[config.mk]
export PLATFORM = sky130hd
export DESIGN_NAME = axi_mem_arbiter_flat
export DESIGN_NICKNAME = d
export VERILOG_FILES = /design/src/rtl/axi_mem_arbiter_if.sv /design/src/rtl/axi_mem_arbiter.sv /design/src/flat_wrapper.sv
export SDC_FILE = /design/constraint.sdc
export NUM_CORES = 1
export LEC_CHECK = 0
export ABC_AREA = 1
export BUFFER_PORTS_ARGS = -buffer_cell sky130_fd_sc_hd__buf_2
export CAP_MARGIN = 5
export CORE_AREA = 4 4 102 104
export CTS_CLUSTER_DIAMETER = 200
export DETAILED_ROUTE_END_ITERATION = 10
export DIE_AREA = 0 0 106 108
export PLACE_DENSITY = 0.87
export SETUP_SLACK_MARGIN = 0.5
export SYNTH_ARGS = -nofsm -noshare
export SYNTH_HDL_FRONTEND = slang
export SYNTH_SLANG_ARGS = --single-unit
export TNS_END_PERCENT = 1
[constraint.sdc]
create_clock -name clk -period 3.6 [get_ports clk]
set_input_delay 0.18 -clock clk [delete_from_list [all_inputs] [get_ports clk]]
set_output_delay 0.18 -clock clk [all_outputs]
set_load 0.03 [all_outputs]
[src/rtl/axi_mem_arbiter_if.sv]
// Signal bundle joining the core's I and D memory ports, the arbiter and the axi_controller.
// master: arbiter side (drives m_* and the ready/load returns); slave: core and controller side.
interface axi_mem_arbiter_if;
    logic        i_read;
    logic [31:0] i_addr;
    logic        i_done;
    logic        i_ready;
    logic [31:0] i_load;

    logic        d_read;
    logic [1:0]  d_write;
    logic [31:0] d_addr;
    logic [31:0] d_store;
    logic        d_done;
    logic        d_ready;
    logic [31:0] d_load;

    logic        m_read;
    logic [1:0]  m_write;
    logic [31:0] m_addr;
    logic [31:0] m_store;
    logic        m_done;
    logic        m_ready;
    logic [31:0] m_load;

    modport master (
        input  i_read, i_addr, i_done,
        input  d_read, d_write, d_addr, d_store, d_done,
        input  m_ready, m_load,
        output i_ready, i_load, d_ready, d_load,
        output m_read, m_write, m_addr, m_store, m_done
    );

    modport slave (
        output i_read, i_addr, i_done,
        output d_read, d_write, d_addr, d_store, d_done,
        output m_ready, m_load,
        input  i_ready, i_load, d_ready, d_load,
        input  m_read, m_write, m_addr, m_store, m_done
    );
endinterface

[src/rtl/axi_mem_arbiter.sv]
// Round-robin arbiter sharing one axi_controller between instruction fetch (I) and load/store (D).
// Optional watchdog enabled by defining ARB_TIMEOUT_EN; otherwise timeout_err is tied low.
module axi_mem_arbiter #(
    parameter int TIMEOUT_CYCLES = 1024
) (
    input  logic              clk,
    input  logic              nrst,
    axi_mem_arbiter_if.master bus,
    output logic              timeout_err
);

    typedef enum logic [1:0] {
        ARB_IDLE = 2'd0,
        ARB_IBUS = 2'd1,
        ARB_DBUS = 2'd2
    } arb_state_t;

    arb_state_t  state;
    arb_state_t  next_state;
    logic        last_grant_d;
    logic        abandoned;
    logic        lat_read;
    logic [1:0]  lat_write;
    logic [31:0] lat_addr;
    logic [31:0] lat_store;
    logic        i_pending;
    logic        d_pending;
    logic        owner_pending;
    logic        owner_done;
    logic        complete;

    assign i_pending = bus.i_read;
    assign d_pending = bus.d_read | (bus.d_write != 2'b00);

    always_comb begin
        next_state    = state;
        owner_pending = 1'b0;
        owner_done    = 1'b0;
        bus.i_ready   = 1'b0;
        bus.d_ready   = 1'b0;
        case (state)
            ARB_IDLE: begin
                if (i_pending && (!d_pending || last_grant_d)) begin
                    next_state = ARB_IBUS;
                end else if (d_pending) begin
                    next_state = ARB_DBUS;
                end
            end
            ARB_IBUS: begin
                bus.i_ready   = bus.m_ready;
                owner_pending = i_pending;
                owner_done    = bus.i_done;
            end
            ARB_DBUS: begin
                bus.d_ready   = bus.m_ready;
                owner_pending = d_pending;
                owner_done    = bus.d_done;
            end
            default: next_state = ARB_IDLE;
        endcase
        // A requester that walked away still gets its transaction closed so AXI is never aborted
        bus.m_done = bus.m_ready && (state != ARB_IDLE)
                     && (owner_done || abandoned || !owner_pending);
        complete   = bus.m_done;
        if (complete) begin
            next_state = ARB_IDLE;
        end
    end

    always_ff @(posedge clk) begin
        if (!nrst) begin
            state        <= ARB_IDLE;
            last_grant_d <= 1'b0;
            abandoned    <= 1'b0;
            lat_read     <= 1'b0;
            lat_write    <= 2'b00;
            lat_addr     <= 32'h0;
            lat_store    <= 32'h0;
        end else begin
            state     <= next_state;
            abandoned <= (state != ARB_IDLE) && !complete && (abandoned || !owner_pending);
            if (state == ARB_IDLE && next_state == ARB_IBUS) begin
                lat_read  <= 1'b1;
                lat_write <= 2'b00;
                lat_addr  <= bus.i_addr;
                lat_store <= 32'h0;
            end else if (state == ARB_IDLE && next_state == ARB_DBUS) begin
                lat_read  <= bus.d_read && (bus.d_write == 2'b00);
                lat_write <= bus.d_write;
                lat_addr  <= bus.d_addr;
                lat_store <= bus.d_store;
            end else if (complete) begin
                lat_read     <= 1'b0;
                lat_write    <= 2'b00;
                lat_addr     <= 32'h0;
                lat_store    <= 32'h0;
                last_grant_d <= (state == ARB_DBUS);
            end
        end
    end

    // The controller only ever sees the captured request, cleared outside a grant
    assign bus.m_read  = lat_read;
    assign bus.m_write = lat_write;
    assign bus.m_addr  = lat_addr;
    assign bus.m_store = lat_store;
    assign bus.i_load  = bus.m_load;
    assign bus.d_load  = bus.m_load;

`ifdef ARB_TIMEOUT_EN
    localparam int CNT_W = $clog2(TIMEOUT_CYCLES + 1);
    localparam logic [CNT_W-1:0] LIMIT = CNT_W'(TIMEOUT_CYCLES);

    logic [CNT_W-1:0] wd_count;
    logic             wd_err;

    always_ff @(posedge clk) begin
        if (!nrst) begin
            wd_count <= '0;
            wd_err   <= 1'b0;
        end else if (state == ARB_IDLE) begin
            wd_count <= '0;
        end else if (!bus.m_ready && wd_count != LIMIT) begin
            wd_count <= wd_count + CNT_W'(1);
            if (wd_count == LIMIT - CNT_W'(1)) begin
                wd_err <= 1'b1;
            end
        end
    end

    assign timeout_err = wd_err;
`else
    assign timeout_err = 1'b0;
`endif

endmodule

[src/flat_wrapper.sv]
// flat-port wrapper written by rule: the top's interface ports become plain ports
module axi_mem_arbiter_flat 
#(
    parameter int TIMEOUT_CYCLES = 1024
)
  (clk, nrst, timeout_err, bus_i_read, bus_i_addr, bus_i_done, bus_d_read, bus_d_write, bus_d_addr, bus_d_store, bus_d_done, bus_m_ready, bus_m_load, bus_i_ready, bus_i_load, bus_d_ready, bus_d_load, bus_m_read, bus_m_write, bus_m_addr, bus_m_store, bus_m_done);
  axi_mem_arbiter_if bus_i ();
  input  logic clk;
  input  logic nrst;
  output logic timeout_err;
  input wire logic [$bits(bus_i.i_read)-1:0] bus_i_read;
  input wire logic [$bits(bus_i.i_addr)-1:0] bus_i_addr;
  input wire logic [$bits(bus_i.i_done)-1:0] bus_i_done;
  input wire logic [$bits(bus_i.d_read)-1:0] bus_d_read;
  input wire logic [$bits(bus_i.d_write)-1:0] bus_d_write;
  input wire logic [$bits(bus_i.d_addr)-1:0] bus_d_addr;
  input wire logic [$bits(bus_i.d_store)-1:0] bus_d_store;
  input wire logic [$bits(bus_i.d_done)-1:0] bus_d_done;
  input wire logic [$bits(bus_i.m_ready)-1:0] bus_m_ready;
  input wire logic [$bits(bus_i.m_load)-1:0] bus_m_load;
  output wire logic [$bits(bus_i.i_ready)-1:0] bus_i_ready;
  output wire logic [$bits(bus_i.i_load)-1:0] bus_i_load;
  output wire logic [$bits(bus_i.d_ready)-1:0] bus_d_ready;
  output wire logic [$bits(bus_i.d_load)-1:0] bus_d_load;
  output wire logic [$bits(bus_i.m_read)-1:0] bus_m_read;
  output wire logic [$bits(bus_i.m_write)-1:0] bus_m_write;
  output wire logic [$bits(bus_i.m_addr)-1:0] bus_m_addr;
  output wire logic [$bits(bus_i.m_store)-1:0] bus_m_store;
  output wire logic [$bits(bus_i.m_done)-1:0] bus_m_done;
  assign bus_i.i_read = bus_i_read;
  assign bus_i.i_addr = bus_i_addr;
  assign bus_i.i_done = bus_i_done;
  assign bus_i.d_read = bus_d_read;
  assign bus_i.d_write = bus_d_write;
  assign bus_i.d_addr = bus_d_addr;
  assign bus_i.d_store = bus_d_store;
  assign bus_i.d_done = bus_d_done;
  assign bus_i.m_ready = bus_m_ready;
  assign bus_i.m_load = bus_m_load;
  assign bus_i_ready = bus_i.i_ready;
  assign bus_i_load = bus_i.i_load;
  assign bus_d_ready = bus_i.d_ready;
  assign bus_d_load = bus_i.d_load;
  assign bus_m_read = bus_i.m_read;
  assign bus_m_write = bus_i.m_write;
  assign bus_m_addr = bus_i.m_addr;
  assign bus_m_store = bus_i.m_store;
  assign bus_m_done = bus_i.m_done;
  axi_mem_arbiter #(.TIMEOUT_CYCLES(TIMEOUT_CYCLES)) u_core (.clk(clk), .nrst(nrst), .bus(bus_i), .timeout_err(timeout_err));
endmodule
; ---- Word-level counts from Yosys, hierarchy flattened
; Cells that the tools add are included.
[op_classes]
bitwise_logic = 4
mux = 17
n_reduce_logical = 24
n_eq_ne = 4
[op_table]
columns = cell, count
row1 = two-way mux 32 bit, 4
row2 = two-way mux 2 bit, 5
row3 = logical AND 1 bit, 8
row4 = nonzero test 2 bit, 3
row5 = two-way mux 1 bit, 5
row6 = "equality test 2 x 1 -> 1 bit, second input constant", 2
row7 = "equality test 2 bit, second input constant", 2
row8 = zero test 2 bit, 2
row9 = logical OR 1 bit, 4
row10 = one-hot mux 1 bit (2 select lines), 2
row11 = one-hot mux 2 bit (2 select lines), 1
row12 = OR reduction 2 bit, 2
row13 = zero test 1 bit, 3
row14 = NOT 1 bit, 3
row15 = AND reduction 3 bit, 1
row16 = nonzero test 3 bit, 1
row17 = bitwise OR 1 bit, 1
[word_totals]
in_bits = 137
output_inout_bits = 135
wordCells = 56
regBits = 71

; ---- Depth between registers and ports, before layout
; Gate-level depths: netlist (run 1).
[depth]
ltp_word = 12
ltp_mapped = 14
ltp_nobuf = 13

; ---- Worst setup path after synthesis (run 1)
; Ideal clock, no wire load.
[synth_path]
path_type = reg-to-reg
start = register u_core.state[1]
end = register u_core.lat_store[10], in the netlist u_core.bus.m_store[10]
required_ns = 3.530
stages_incl_launch_ff = 13
setup_time_ns = 0.070
slack_ns = 1.815
t_arrival_ns = 1.715
n_path_buf = 2
synth_period_minus_slack_ns = 1.785
path_cell_list = dfxtp_1 > inv_1 > ha_1 > inv_1 > nor2_1 > nand3_2 > nand2_4 > nand2_4 > nor2_4 > buf_4 > buf_4 > nand2_1 > a21oi_1
[synth_via]
elab_chain_len = 9
elab_cells_between_ends = 23
cone_classes = 4 x eq/ne / 7 x mux / 12 x reduce/logical
[synth_lines]
columns = element, line_no
row1 = "start, declared", axi_mem_arbiter.sv:18  ; arb_state_t state;
row2 = "start signal, assigned", axi_mem_arbiter.sv:80  ; state <= next_state;
row3 = equality test 2 bit or equality test 2 x 1 -> 1 bit (tied branches), axi_mem_arbiter.sv:41  ; case (state)
row4 = one-hot mux 1 bit (2 select lines), axi_mem_arbiter.sv:41
row5 = logical OR 1 bit or zero test 1 bit (tied branches), axi_mem_arbiter.sv:63  ; && (owner_done || abandoned || !owner_pending);
row6 = logical OR 1 bit, axi_mem_arbiter.sv:63
row7 = logical AND 1 bit, axi_mem_arbiter.sv:63
row8 = two-way mux 2 bit, axi_mem_arbiter.sv:65  ; if (complete) begin
row9 = equality test 2 bit or equality test 2 x 1 -> 1 bit (tied branches), "axi_mem_arbiter.sv:87, axi_mem_arbiter.sv:82"
row10 = "logical AND 1 bit, on equally long branches", "axi_mem_arbiter.sv:87, axi_mem_arbiter.sv:82"
row11 = "two-way mux 32 bit, or another cell as far along", axi_mem_arbiter.sv:87  ; end else if (state == ARB_IDLE && next_state == ARB_DBUS) begin
row12 = "end signal, assigned", axi_mem_arbiter.sv:91  ; lat_store <= bus.d_store;
row13 = "end, declared", axi_mem_arbiter.sv:25  ; logic [31:0] lat_store;
; Several ways; a longest one is shown, not always the timed one.
; A chain may end at the register's enable or synchronous reset.

; ---- Final worst setup path (run 1)
[layout_path]
start = register u_core.state[1]
end = register u_core.lat_addr[10], in the netlist u_core.bus.m_addr[10]
[layout_via]
elab_chain_len = 10
elab_cells_between_ends = 23
cone_classes = 4 x eq/ne / 8 x mux / 11 x reduce/logical
[layout_lines]
columns = element, line_no
row1 = equality test 2 bit or equality test 2 x 1 -> 1 bit (tied branches), axi_mem_arbiter.sv:41
row2 = one-hot mux 1 bit (2 select lines), axi_mem_arbiter.sv:41
row3 = logical OR 1 bit or zero test 1 bit (tied branches), axi_mem_arbiter.sv:63
row4 = logical OR 1 bit, axi_mem_arbiter.sv:63
row5 = logical AND 1 bit, axi_mem_arbiter.sv:63
row6 = two-way mux 2 bit, axi_mem_arbiter.sv:65
row7 = equality test 2 bit, axi_mem_arbiter.sv:87
row8 = logical AND 1 bit, axi_mem_arbiter.sv:87
row9 = two-way mux 32 bit, axi_mem_arbiter.sv:87
row10 = two-way mux 32 bit, axi_mem_arbiter.sv:82  ; if (state == ARB_IDLE && next_state == ARB_IBUS) begin
row11 = "end signal, assigned", axi_mem_arbiter.sv:85  ; lat_addr <= bus.i_addr;
row12 = "end signal, assigned", axi_mem_arbiter.sv:90  ; lat_addr <= bus.d_addr;
row13 = "end, declared", axi_mem_arbiter.sv:24  ; logic [31:0] lat_addr;
; Several ways; a longest one is shown, not always the timed one.

==> summary.md, run 1 <==
| Metric | Value |
|---|---|
| Synthesized area | 3968 um2 |
| Remaining Overflow, GRT | 0 |
| Worst-path maximum fanout | 37 |
| Unrepaired setup endpoints after global routing | yes |
| Initial DRC count | 182 |
| Reg-to-Reg Start | u_core.state[1] |
| WHS | 0.08858 ns |
| Post-synth EDFFs | 0 |
| Most common cell after layout, fill and taps aside | nand2_1 |
| Worst Hold Depth | 3 |
| Critical Path Sink | u_core.bus.m_addr[10] |
| Skew-Pair Late Insertion Delay | 0.33 ns |
| Power Density | 787.9 nW/um2 |
| Critical Path RT | 3.87 ns |
| Drt first pass iters | 4 |
| #FFs+latches synth | 71 |
| Main area contributors after synthesis | dfxtp_1 36%, nand2_1 17%, buf_4 13% |
| Final nets | 823 |
| Run status | completed |
| Maxcap violations | 0 |
| Clk_skew | 0.004574 ns |
| P&R area growth vs syn | 15.86% |
| Setup crit end kind | flop |
| GPL Wtd Cong | 0.7574 |
| Post-place setup slack | 0.3384 ns |
| Port buffer count | 174 |
| Netlist cell types | 25 |
| Clock sink total | 71 |
| Routed len/inst | 12.24 um |
| Layout cell share with drive strength beyond 1 | 0.3009 |
| Drt drc | 0 |
| HPWL after DPL | 7153 um |
| Largest net degree at the start of global routing | 50 |
| Peak supply drop | 0.3005 mV |
| Most frequent cells in the layout | 181 x nand2_1, 174 x buf_2, 71 x nor2_1, 71 x dfxtp_1, 49 x inv_1 |
| CTS buffer count | 9 |
| Die area | 11450 um2 |
| Crit path launch | u_core.state[1] |
| Ys async rst share | 0 |
| Hold buffers post-CTS | 0 |
| Initial Util | 0.4155 |
| Post-CTS setup buffer count | 0 |
| YS warnings | 0 |
| First-pass GRT wire length | 15580 um |
| Worst min-delay path class | in -> reg |
| Routed WL | 10050 um |
| Die width | 106 um |
| Floorplan Core Area | 9549 um2 |
| Final hold violations | 0 |
| Pleak | 0.002485 uW |
| Fin area | 4597 um2 |
| # H-tree levels | 3 |
| Placement Rows | 36 |
| Reg2Reg Depth | 12 |
| Setup_tns | 0 ns |
| Total GRT Usage | 0.1669 |
| Antenna diode count | 0 |
| Largest family of logic cells by synthesized area | simple AND/OR/NAND/NOR gates |
| Critical path type | reg -> reg |
| Clock Path Buffers | 2 |
| Setup slack, reg-to-reg | 0.72 ns |
| Vias in the first global route | 3374 |
| Root buffer cell | clkbuf_8 |
| CP Data Arrival Time | 3.15 ns |
| Min Tclk post-route | 2.879 ns |
| Share of the synthesized area in the top cell type | 0.3582 |
| Syn_area_per_cell | 6.668 um2 |
| Antenna violations before repair | 0 |
| Adder-cell area share of the yosys netlist | 0.009461 |
| CP startpoint kind | flop |
| Fin. max-slew vios | 0 |
| Total power | 3622 uW |
| DP Area | 4345 um2 |
| Worst flop-to-flop path endpoint | u_core.bus.m_addr[10] |
| Final WS setup | 0.7214 ns |
| Top_reg_cell synth | dfxtp_1 |
| Post-Syn Nets | 735 |
| Fmax | 0.3474 GHz |
| Finish-stage setup viols | 0 |
| Post-route ant nets | 0 |
| Reg clk slew, reported paths | 0.08 ns |
| Die Ht | 108 um |
| Routed via count | 3801 |
| Leading area contributor after synthesis | dfxtp_1 |
| Cells after Synth | 595 |
| Worst Tran Pin Value | 0.6229 ns |
| I/O Pins | 272 |
| Final worst-path cycle share | 0.7996 |
| Synth Area in XOR/XNOR | 0 |
| Max-slew headroom | 0.5847 |
| Post-synthesis mux area share | 0 |
| Avg Vias per Cell | 4.630 |
| Post-synthesis sequential area ratio | 0.3582 |
| CTS tree | done |
| Synth Area in Compound Gates | 0.05393 |
| Post-synthesis simple-gate area fraction | 0.3560 |
==> flip-flops by register name (all words and copies together), names as in the netlist <==
register / cells
u_core.abandoned: 1
u_core.last_grant_d: 1
u_core.bus.m_addr: 32
u_core.state: 2
u_core.bus.m_store: 32
u_core.bus.m_write: 2
u_core.bus.m_read: 1
==> critical path, stage by stage (launching register included) <==
cell and delay [ns]:
dfxtp_1 0.36, inv_1 0.10, ha_1 0.29, inv_1 0.04, nor2_1 0.13, nand3_2 0.11, nand2_4 0.30, nand2_4 0.33
nand2_4 0.43, inv_2 0.13, nor2_4 0.39, nor2_1 0.08, nor2_1 0.11
==> where the power goes <==
group          internal, uW  leakage (uW)  switching [uW]
logic                   518       0.00179            1270
registers              1000      0.000584             105
clock network           413      0.000109             315
total                  1930       0.00249            1690
==> worst min path at each step <==
stage	start	end	slack [ns]
6_report	bus_d_store[27]	u_core.bus.m_store[27]	0.09
5_1_grt	bus_d_store[27]	u_core.bus.m_store[27]	0.07
4_1_cts	bus_d_store[27]	u_core.bus.m_store[27]	0.06
3_5_place_dp	bus_m_load[16]	bus_d_load[16]	0.36
3_3_place_gp	bus_m_load[16]	bus_d_load[16]	0.36
2_1_floorplan	bus_d_store[22]	u_core.bus.m_store[22]	0.33
==> kinds of logic (layout without fill, tap and decap cells) <==
logic type	count (synthesis)	after routing
simple gates	329	330
buf+inv	151	243
flops	71	71
compound gates	40	40
fa+ha+maj	3	3
other cells	1	1
==> what timing repair did <==
item / 4_1_cts / 5_1_grt
cloned: 0 / 1
gates resized for setup: 1 / 3
setup endpoints to repair: 42 / 66
pin swaps: 0 / 1
==> synthesized netlist by cell type, types with 2 or more instances <==
master,n
nand2_1,183
dfxtp_1,71
nor2_1,71
buf_4,68
inv_1,49
a21oi_1,35
nand3_1,33
nand4_1,32
buf_2,21
buf_1,6
buf_6,4
ha_1,3
nand2_4,3
nor2_4,3
inv_2,2
nor3_1,2
==> per-stage QoR <==
| step | util | cells |
|---|---|---|
| after floorplan | - | 595 |
| after detailed placement | 0.4551 | 804 |
| final | 0.4814 | 821 |
| after CTS | 0.4794 | 820 |
| after global routing | 0.4814 | 821 |
| after global placement | 0.4551 | 804 |
==> layer usage <==
metal / global-route usage / routed length [um]
met1: 0.1918 / 4155
met5: 0 / 0
met4: 0.07031 / 217
met2: 0.2887 / 4792
met3: 0.05134 / 887
==> cell type report <==
type,instances,area [um2]
Sequential cell,71,1421
Fill cell,990,4952
Clock inverter,6,92.59
Inverter,51,191.4
Timing Repair Buffer,176,898.4
Multi-Input combinational cell,374,1689
Clock buffer,10,137.6
Tap cell,133,166.4
Note: power is estimated with default switching activity, not from simulation.
==> run 2, diff against run 1 <==
ABC_AREA = 0   (was 1)
CORE_AREA = 4 4 103 105   (was 4 4 102 104)
DIE_AREA = 0 0 107 109   (was 0 0 106 108)
PLACE_DENSITY = 0.82   (was 0.87)
clock period = 2.7 ns   (was 3.6 ns; I/O delays follow)
==> run 2 against run 1 <==
  * Clock power up 14%
  * Count of clock-buffer cells in the layout up 2
  * Area after synthesis down 7.2%
  * Sequential share of layout area up 1.3 points
  * Sequential power up 28%
  * Hold slack worse by 0.061 ns
  * Wire length down 1.4%
  * Global-route usage down 0.64 points
  * Critical path type is now reg -> out
==> summary.md, run 2 <==
| Metric | Value |
|---|---|
| Run status | completed (unchanged) |
| YS warnings | 0 (unchanged) |
| Cells after Synth | 407 (was 595) |
| Unrepaired setup endpoints after global routing | no (was yes) |
| Die area | 11660 um2 (was 11450 um2) |
| Wire length on met3 | 1000 um (was 887 um) |
| Reg clk slew, reported paths | 0.08 ns (about the same) |
| CP startpoint kind | flop (unchanged) |
| Netlist cell types | 34 (was 25) |
| Maxcap violations | 0 (unchanged) |
| Routed len/inst | 15.17 um (was 12.24 um) |
| Worst Tran Pin Value | 0.5300 ns (was 0.6229 ns) |
| Drt drc | 0 (unchanged) |
| CTS tree | done (unchanged) |
| CTS buffer count | 9 (unchanged) |
| Post-route ant nets | 0 (unchanged) |
| Power Density | 943.7 nW/um2 (was 787.9 nW/um2) |
| HPWL after DPL | 7174 um (was 7153 um) |
| Die Ht | 109 um (was 108 um) |
| Pleak | 0.002063 uW (was 0.002485 uW) |
| Main area contributors after synthesis | dfxtp_1 39%, buf_4 13%, o22ai_2 10% (was dfxtp_1 36%, nand2_1 17%, buf_4 13%) |
| Placement Rows | 36 (unchanged) |
| DR top layer | met4 (unchanged) |
| Share of the synthesized area in the top cell type | 0.3861 (was 0.3582) |
| Worst min-delay path class | in -> reg (unchanged) |
| Max-slew headroom | 0.6467 (was 0.5847) |
| Peak supply drop | 0.3310 mV (was 0.3005 mV) |
| Routed WL | 9909 um (was 10050 um) |
| DP Area | 4123 um2 (was 4345 um2) |
| #FFs+latches synth | 71 (unchanged) |
| Commonest cells in the netlist | 71 x dfxtp_1, 66 x buf_4, 39 x nand2_1, 37 x nor2_1, 36 x a21oi_1 (was 183 x nand2_1, 71 x dfxtp_1, 71 x nor2_1, 68 x buf_4, 49 x inv_1) |
| Critical path's largest stage delay | 0.39 ns (was 0.43 ns) |
| Drt first pass iters | 4 (unchanged) |
| Largest net degree at the start of global routing | 37 (was 50) |
| Post-synth EDFFs | 0 (unchanged) |
| Total GRT Usage | 0.1605 (was 0.1669) |
| Clock Path Buffers | 2 (unchanged) |
| Wire length on met1 | 3837 um (was 4155 um) |
| Ys async rst share | 0 (unchanged) |
| Clock sink total | 71 (unchanged) |
| Finish-stage setup viols | 0 (unchanged) |
| Fin area | 4431 um2 (was 4597 um2) |
| Final hold violations | 0 (unchanged) |
| Remaining Overflow, GRT | 0 (unchanged) |
| First-pass GRT wire length | 14980 um (was 15580 um) |
| Crit path cell chain | inv_2 -> ha_1 -> nand2b_1 -> a21oi_1 -> a211o_2 -> buf_12 -> inv_1 -> buf_6 (was inv_1 -> ha_1 -> inv_1 -> nor2_1 -> nand3_2 -> nand2_4 -> nand2_4 -> nand2_4 -> inv_2 -> nor2_4 -> nor2_1 -> nor2_1) |
| Critical path type | reg -> out (was reg -> reg) |
| Die width | 107 um (was 106 um) |
| I/O Pins | 272 (unchanged) |
| Most common cell after layout, fill and taps aside | buf_2 (was nand2_1) |
| Initial DRC count | 129 (was 182) |
| Final worst-path cycle share | 0.7754 |
| Post-synthesis sequential area ratio | 0.3861 (was 0.3582) |
| Syn_area_per_cell | 9.044 um2 (was 6.668 um2) |
| Final nets | 655 (was 823) |
| Vias in the first global route | 3123 (was 3374) |
| Layout cell share with drive strength beyond 1 | 0.5250 (was 0.3009) |
| Critical Path RT | 2.57 ns (was 3.87 ns) |
| Antenna diode count | 0 (unchanged) |
| Post-Syn Nets | 547 (was 735) |
| Fin. max-slew vios | 0 (unchanged) |
| WL met2 | 4894 um (was 4792 um) |
| Fmax | 0.4777 GHz |
| Floorplan Core Area | 9639 um2 (was 9549 um2) |
| Setup crit end kind | output pin (was flop) |
| Most frequent cells in the layout | 173 x buf_2, 69 x dfxtp_1, 38 x nand2_1 (was 181 x nand2_1, 174 x buf_2, 71 x nor2_1, 71 x dfxtp_1, 49 x inv_1) |
| Most common cell in the synthesized netlist | dfxtp_1 (was nand2_1) |
| Initial Util | 0.3819 (was 0.4155) |
| Root buffer cell | clkbuf_8 (unchanged) |
| Port buffer count | 174 (unchanged) |
| Slowest cell on the critical path | a211o_2 (was nand2_4) |
| CP Data Arrival Time | 1.96 ns (was 3.15 ns) |
| Antenna violations before repair | 0 (unchanged) |
| Setup_tns | 0 ns (unchanged) |
| Avg Vias per Cell | 4.881 (was 4.630) |
| Top_reg_cell synth | dfxtp_1 (unchanged) |
| GPL Wtd Cong | 0.8383 (was 0.7574) |
| Clk_skew | 0.01212 ns (was 0.004574 ns) |
| Leading area contributor after synthesis | dfxtp_1 (unchanged) |
| Worst-path maximum fanout | 8 (was 37) |
| Min Tclk post-route | 2.094 ns |
| Routed via count | 3187 (was 3801) |
| Synthesized area | 3681 um2 (was 3968 um2) |
| Skew-Pair Late Insertion Delay | 0.34 ns (was 0.33 ns) |
| P&R area growth vs syn | 20.36% (was 15.86%) |
| # H-tree levels | 3 (unchanged) |
-- run 2: cell types whose count changed after synthesis, sizes merged, moves of 2 or more --
cell	delta
a22oi	+2
buf	-12
and2	+2
clkbuf	+5
a41oi	+2
inv	-46
nand4	-32
a311o	+2
nor2	-37
o22ai	+32
nor3	+32
nand2	-148
or4b	+2
-- run 2: path summary, 6_finish.rpt --
kind	startpoint	endpoint	slack (ns)	cells after the start
max	u_core.state[1]	bus_m_done	0.61	8
min	bus_d_store[0]	u_core.bus.m_store[0]	0.03	3
max reg2reg	u_core.state[1]	u_core.bus.m_addr[22]	0.65	8
min reg2reg	u_core.bus.m_store[0]	u_core.bus.m_store[0]	0.46	2
-- run 2: per-stage QoR --
step | worst slack, ns | utilization | hold slack, ns | power (uW) | cells
3_5_place_dp | 0.5717 | 0.4277 | 0.2703 | 3314 | 629
6_report | 0.6064 | 0.4596 | 0.02769 | 4181 | 653
3_3_place_gp | 0.6957 | 0.4277 | 0.2703 | 3254 | 629
2_1_floorplan | 0.6799 | - | 0.2143 | 3047 | 407
5_1_grt | 0.4900 | 0.4596 | 0.004346 | 4438 | 653
4_1_cts | 0.5020 | 0.4538 | 0.007888 | 4202 | 647
-- run 2: per-layer routing --
layer  up-vias  global-route usage
met5         -                   0
met4         0             0.05936
met3        20             0.05684
met2       181              0.2833
met1      1438              0.1784
li1       1548                   -
-- run 2: critical path: cells and delay by family, from the launching register on --
kind,cells,cell delay (ns)
compound gates,2,0.44
buf+inv,4,0.41
flops,1,0.38
fa+ha+maj,1,0.30
simple gates,1,0.07
-- run 2: area by class of cell --
class                   count  area (um2)
clock buffers              12       145.1
clock inverters             4       45.04
fillers                   942        5209
inverters                   5       18.77
multi-input cells         238        1577
flip-flops and latches     71        1429
well taps                 133       166.4
repair buffers            190        1050
-- run 2: report_power, final --
group	leakage, uW	switching [uW]	internal [uW]
clock network	0.000100	383	448
registers	0.000588	139	1280
logic	0.00137	1230	697
-- run 2: logic make-up (layout without fill, tap and decap cells) --
logic type,Yosys count,count (layout),synth area share
flops,71,71,0.3861
buf+inv,98,211,0.1883
compound gates,79,79,0.1808
mux,1,1,0.002719
simple gates,154,154,0.2308
other cells,1,1,0.001019
fa+ha+maj,3,3,0.01020
-- run 2: timing repair --
| action | in CTS | in global routing |
|---|---|---|
| hold buffers | 1 | 0 |
| buffers inserted | 0 | 6 |
| resized for setup | 7 | 5 |
| endpoints found under the setup margin | 1 | 44 |
| gates cloned | 1 | 0 |
| hold endpoints to repair | 1 | 0 |
| pin swaps | 1 | 3 |
